--- src/rtl/mem_port_arbiter_pkg.sv ---
// Shared definitions for the IF/LSU memory port arbiter.
// Requester IDs double as bit positions in the request/grant vectors.
package mem_port_arbiter_pkg;

  localparam logic REQ_IF  = 1'b0;
  localparam logic REQ_LSU = 1'b1;

  localparam int NUM_REQ = 2;

endpackage

--- src/rtl/mem_port_arbiter_rr_arb2.sv ---
// Two-way round-robin arbiter, purely combinational.
// The caller owns the last_grant and lock state registers.
module rr_arb2
  import mem_port_arbiter_pkg::*;
(
  input  logic [NUM_REQ-1:0] req,
  input  logic               last_grant,
  input  logic               lock,
  output logic [NUM_REQ-1:0] gnt
);

  always_comb begin
    gnt = '0;
    if (lock) begin
      // A locked LSU owns the port outright; IF waits even when LSU is idle.
      gnt[REQ_LSU] = req[REQ_LSU];
    end else if (req[REQ_IF] && req[REQ_LSU]) begin
      if (last_grant == REQ_LSU) gnt[REQ_IF] = 1'b1;
      else                       gnt[REQ_LSU] = 1'b1;
    end else begin
      gnt = req;
    end
  end

endmodule

--- src/rtl/mem_port_arbiter.sv ---
// Shares one single-write/single-read memory between instruction fetch and the LSU.
// One access per cycle, grant is combinational, read data returns one cycle after grant.
module mem_port_arbiter
  import mem_port_arbiter_pkg::*;
#(
  parameter int ADDR_WIDTH = 8,
  parameter int DATA_WIDTH = 32
) (
  input  logic                  clk_i,
  input  logic                  rst_i,
  input  logic                  if_req_i,
  input  logic [ADDR_WIDTH-1:0] if_addr_i,
  output logic                  if_gnt_o,
  output logic                  if_rvalid_o,
  output logic [DATA_WIDTH-1:0] if_rdata_o,
  input  logic                  lsu_req_i,
  input  logic                  lsu_we_i,
  input  logic                  lsu_lock_i,
  input  logic [ADDR_WIDTH-1:0] lsu_addr_i,
  input  logic [DATA_WIDTH-1:0] lsu_wdata_i,
  output logic                  lsu_gnt_o,
  output logic                  lsu_rvalid_o,
  output logic [DATA_WIDTH-1:0] lsu_rdata_o,
  output logic                  mem_wr_o,
  output logic [ADDR_WIDTH-1:0] mem_waddr_o,
  output logic [ADDR_WIDTH-1:0] mem_raddr_o,
  output logic [DATA_WIDTH-1:0] mem_wdata_o,
  input  logic [DATA_WIDTH-1:0] mem_rdata_i
);

  logic [NUM_REQ-1:0]    req;
  logic [NUM_REQ-1:0]    gnt;
  logic                  last_grant;
  logic                  lock_owner;
  logic                  if_rvalid_q;
  logic                  lsu_rvalid_q;
  logic [DATA_WIDTH-1:0] if_rdata_q;
  logic [DATA_WIDTH-1:0] lsu_rdata_q;
  logic                  lsu_read_gnt;

  // Requests are masked during reset so nothing, in particular a write, is issued.
  assign req = {lsu_req_i, if_req_i} & {NUM_REQ{~rst_i}};

  rr_arb2 u_arb (
    .req        (req),
    .last_grant (last_grant),
    .lock       (lock_owner),
    .gnt        (gnt)
  );

  assign if_gnt_o     = gnt[REQ_IF];
  assign lsu_gnt_o    = gnt[REQ_LSU];
  assign lsu_read_gnt = gnt[REQ_LSU] & ~lsu_we_i;

  always_comb begin
    mem_wr_o    = 1'b0;
    mem_waddr_o = '0;
    mem_raddr_o = '0;
    mem_wdata_o = '0;
    if (gnt[REQ_LSU] && lsu_we_i) begin
      mem_wr_o    = 1'b1;
      mem_waddr_o = lsu_addr_i;
      mem_wdata_o = lsu_wdata_i;
    end else if (gnt[REQ_LSU]) begin
      mem_raddr_o = lsu_addr_i;
    end else if (gnt[REQ_IF]) begin
      mem_raddr_o = if_addr_i;
    end
  end

  always_ff @(posedge clk_i) begin
    if (rst_i) begin
      last_grant   <= REQ_LSU;
      lock_owner   <= 1'b0;
      if_rvalid_q  <= 1'b0;
      lsu_rvalid_q <= 1'b0;
      if_rdata_q   <= '0;
      lsu_rdata_q  <= '0;
    end else begin
      if (|gnt) last_grant <= gnt[REQ_LSU] ? REQ_LSU : REQ_IF;
      if (gnt[REQ_LSU]) lock_owner <= lsu_lock_i;
      if_rvalid_q  <= gnt[REQ_IF];
      lsu_rvalid_q <= lsu_read_gnt;
      if (gnt[REQ_IF]) if_rdata_q <= mem_rdata_i;
      if (lsu_read_gnt) lsu_rdata_q <= mem_rdata_i;
    end
  end

  // A response registered just before reset must not be seen while reset is asserted.
  assign if_rvalid_o  = if_rvalid_q & ~rst_i;
  assign lsu_rvalid_o = lsu_rvalid_q & ~rst_i;
  assign if_rdata_o   = if_rdata_q;
  assign lsu_rdata_o  = lsu_rdata_q;

endmodule

--- config.mk ---
export PLATFORM = sky130hd
export DESIGN_NAME = mem_port_arbiter
export DESIGN_NICKNAME = d
export VERILOG_FILES = /design/src/rtl/mem_port_arbiter_pkg.sv /design/src/rtl/mem_port_arbiter_rr_arb2.sv /design/src/rtl/mem_port_arbiter.sv
export SDC_FILE = /design/constraint.sdc
export NUM_CORES = 1
export LEC_CHECK = 0
export ABC_AREA = 0
export CAP_MARGIN = 20
export CORE_ASPECT_RATIO = 0.6
export CORE_MARGIN = 1.5
export CORE_UTILIZATION = 30
export CTS_CLUSTER_SIZE = 30
export DETAILED_ROUTE_END_ITERATION = 6
export GPL_TIMING_DRIVEN = 1
export PLACE_DENSITY = 0.69
export SLEW_MARGIN = 10
export SYNTH_ARGS = -nofsm -noshare
export SYNTH_HDL_FRONTEND = slang
export SYNTH_SLANG_ARGS = --single-unit
--- constraint.sdc ---
create_clock -name clk_i -period 1.5 [get_ports clk_i]
set_input_delay 0.225 -clock clk_i [delete_from_list [all_inputs] [get_ports clk_i]]
set_output_delay 0.225 -clock clk_i [all_outputs]
set_load 0.01 [all_outputs]
==> flow_metrics.env <==
export IMPL_fp_dieArea_sq_mm=0.0109
export IMPL_initial_core_util_pct=31.0
export IMPL_maxSlewHeadroom_pct=54.3
export IMPL_worst_setup_path_start_kind="flip-flop"
export IMPL_coreArea_sq_mm=0.00988
export IMPL_worstSetupEndpointType="output pin"
export IMPL_grt_max_degree=66
export IMPL_critPathKind="reg -> out"
export IMPL_syn_cell_area_sq_mm=0.00307
export IMPL_firstDrtPassIters=4
export IMPL_worstSkewPairLatency_ns=0.33
export IMPL_yosysSeqAreaShare_pct=44.4
export IMPL_max_cap_violations=0
export IMPL_antennaDiodeCount=0
export IMPL_use_met2_pct=31.5
export IMPL_arrival_ns=1.54
export IMPL_multi_input_area_sq_mm=0.00157
export IMPL_ys_ff_latch=68
export IMPL_netSwitchingFraction_pct=25.5
export IMPL_avgSynthCellArea_sq_um=8.33
export IMPL_grt_pass1_wl_microns=18400
export IMPL_cts_inserted_buffers=9
export IMPL_overflow=0
export IMPL_grt_busiest_layer="met1"
export IMPL_port_buffers=202
export IMPL_finalCriticalPeriod_ns=1.77
export IMPL_combPwrFrac_pct=20.3
export IMPL_final_area_sq_mm=0.00558
export IMPL_irDropWorstVdd_mv=0.569
export IMPL_clock_root_buffer="clkbuf_16"
export IMPL_r2r_slack_ns=0.17
export IMPL_setup_ws_ns=-0.269
export IMPL_rsz0062_at_grt="true"
export IMPL_layout_commonest_cell="clkdlybuf4s50_1"
export IMPL_max_slew_worst_pin_slew_ns=0.685
export IMPL_antenna_found_initial=0
export IMPL_die_h_microns=81.3
export IMPL_area_growth_pct=82.2
export IMPL_clock_skew_ns=0.00541
export IMPL_period_share_pct=118
export IMPL_remaining_drc_errors=0
export IMPL_via_per_inst=4.89
export IMPL_syn_instance_count=368
export IMPL_grtUsageTotal_pct=22.0
export IMPL_num_vias=3465
export IMPL_min_path_cells=3
export IMPL_drtIter0Drc=243
export IMPL_worstSetupEndpoint="mem_wdata_o[18]"
export IMPL_cp_required_ns=1.27
export IMPL_fmax_mhz=565
export IMPL_final_cell_mix="clkdlybuf4s50_1, dfxtp_1, nand3_1, o211ai_1, nand2_1"
export IMPL_pin_count=203
export IMPL_fin_nets=655
export IMPL_power_density_mw_per_mm2=911
export IMPL_layout_area_seq_sq_mm=0.00137
export IMPL_p_leak_nw=2.63
export IMPL_r2r_cells=4
export IMPL_hold_path_class="in -> reg"
export IMPL_fin_tns_setup_ns=-11.84
export IMPL_grt_pass1_vias=3295
export IMPL_crit_fanout=21
export IMPL_fp_row_count=28
export IMPL_cts_buffer_depth=2
export IMPL_gp_routability_congestion=0.799
export IMPL_wl_per_cell_microns=17.1
export IMPL_pwr_share_seq_pct=38.8
export IMPL_r2r_start="lock_owner"
export IMPL_wl_microns=12100
export IMPL_placed_area_sq_mm=0.00534
export IMPL_synthesis_nets=454
export IMPL_nFillCells=863
export IMPL_crit_path_start="lock_owner"
export IMPL_ant_nets=0
export IMPL_setup_violations=50
export IMPL_drive_gt1_share_pct=19.7
export IMPL_switching_power_mw=1.30
export IMPL_clockPowerShare_pct=40.9
export IMPL_drv_slew=0
export IMPL_synth_distinct_cells=24
export IMPL_slowest_delay_ns=0.35
export IMPL_cts_tree="done"
export IMPL_reg2reg_to="lsu_rdata_o[8]"
export IMPL_cts_sinks=68
export IMPL_use_met1_pct=31.6
export IMPL_status="finished, violations left"
export IMPL_synth_warning_count=0
export IMPL_violations="negative setup slack"
export IMPL_cts_max_level=3
export IMPL_hold_viol_final=0
export IMPL_die_w_microns=134
export IMPL_hpwl_microns=8130
export IMPL_p_int_mw=3.79
export IMPL_clkTransAtPathRegs_ns=0.06
export IMPL_grtUsageMet3_pct=7.24
export IMPL_slowest_stage="dfxtp_4"
export IMPL_crit_chain="nand3b_1, and4_4, buf_12, and2_1, buf_2"
## worst min-delay path by stage
stage	from	end	slack [ns]
final	mem_rdata_i[8]	if_rdata_o[8]	0.48
after CTS	mem_rdata_i[8]	if_rdata_o[8]	0.46
after global routing	mem_rdata_i[8]	if_rdata_o[8]	0.46
after detailed placement	if_rdata_o[27]	if_rdata_o[27]	0.48
after global placement	lsu_rdata_o[4]	lsu_rdata_o[4]	0.48
after floorplan	lsu_lock_i	lock_owner	0.34
## critical path, delay by kind of cell, from the launching register on
kind | cells | cell delay [ns]
simple gates | 3 | 0.57
flops | 1 | 0.35
buf+inv | 2 | 0.29
## per-layer routing
metal	vias up	part of all wire, %	wire length (microns)
li1	1704	-	-
met4	0	0.36	44
met3	6	6.7	812
met2	127	44	5270
met5	-	0	0
met1	1628	49	5950
## Yosys cell counts, drive strengths merged
master   n  area [sq um]
nor3b    3          32.5
a22o     8          70.1
clkbuf  11          45.0
and2    40           250
o211ai  64           480
nand2   64           240
nand3b   1          7.51
nor2     1          3.75
and3     1          6.26
nor2b    3          18.8
buf     29           139
and3b    1          8.76
nand2b   3          18.8
a21o     1          7.51
nor3     3          37.5
nand3   64           320
o21ai    1          5.00
dfxtp   68          1360
and4     1          8.76
inv      1          3.75
## kinds of logic (layout without fill, tap and decap cells)
kind of cell,after synthesis,in the layout,share of synthesized area (%)
DFF,68,68,44.4
AOI/OAI and AO/OA,74,74,18.4
and+or+nand+nor,185,185,31.1
buffers and inverters,41,246,6.12
## layout make-up
class	instances	share of cell area, %
clock buffers	10	4.28
clock inverters	5	0.941
inverters	1	0.0672
multi-input cells	259	28.1
flip-flops and latches	68	24.4
well taps	135	3.02
repair buffers	230	39.2
## through the flow
| step | worst slack, ns | hold WS, ns | std cells | total power, mW | util, % |
|---|---|---|---|---|---|
| floorplan | 0.0957 | 0.335 | 368 | 2.38 | - |
| global placement | -0.671 | 0.476 | 688 | 3.04 | 54.1 |
| detailed placement | -0.694 | 0.481 | 688 | 3.05 | 54.1 |
| CTS | -0.350 | 0.461 | 708 | 5.14 | 55.5 |
| global route | -0.357 | 0.461 | 708 | 5.33 | 56.5 |
| finish | -0.269 | 0.478 | 708 | 5.09 | 56.5 |
## flip-flops by register name, summed over array words and instances (netlist names)
| register | count |
|---|---|
| if_rdata_o | 32 |
| lsu_rdata_o | 32 |
| if_rvalid_q | 1 |
| last_grant | 1 |
| lock_owner | 1 |
| lsu_rvalid_q | 1 |
## power by group through the flow
stage | combinational (mW) | clock [mW] | sequential, mW
after floorplan | 0.329 | 0 | 2.05
after global placement | 1.03 | 0 | 2.01
after detailed placement | 1.03 | 0 | 2.01
after CTS | 1.03 | 2.14 | 1.98
after global routing | 1.11 | 2.24 | 1.99
final | 1.03 | 2.08 | 1.98
## repair_timing
item / 4_1_cts / 5_1_grt
buffers inserted: 4 / 1
endpoints found under the setup margin: 53 / 60
gates resized for setup: 221 / 28
gates cloned: 2 / 2
hold buffers: 0 / 0
pin swaps: 7 / 14
hold endpoints to repair: 0 / 0
(Power assumes the default switching activity.)
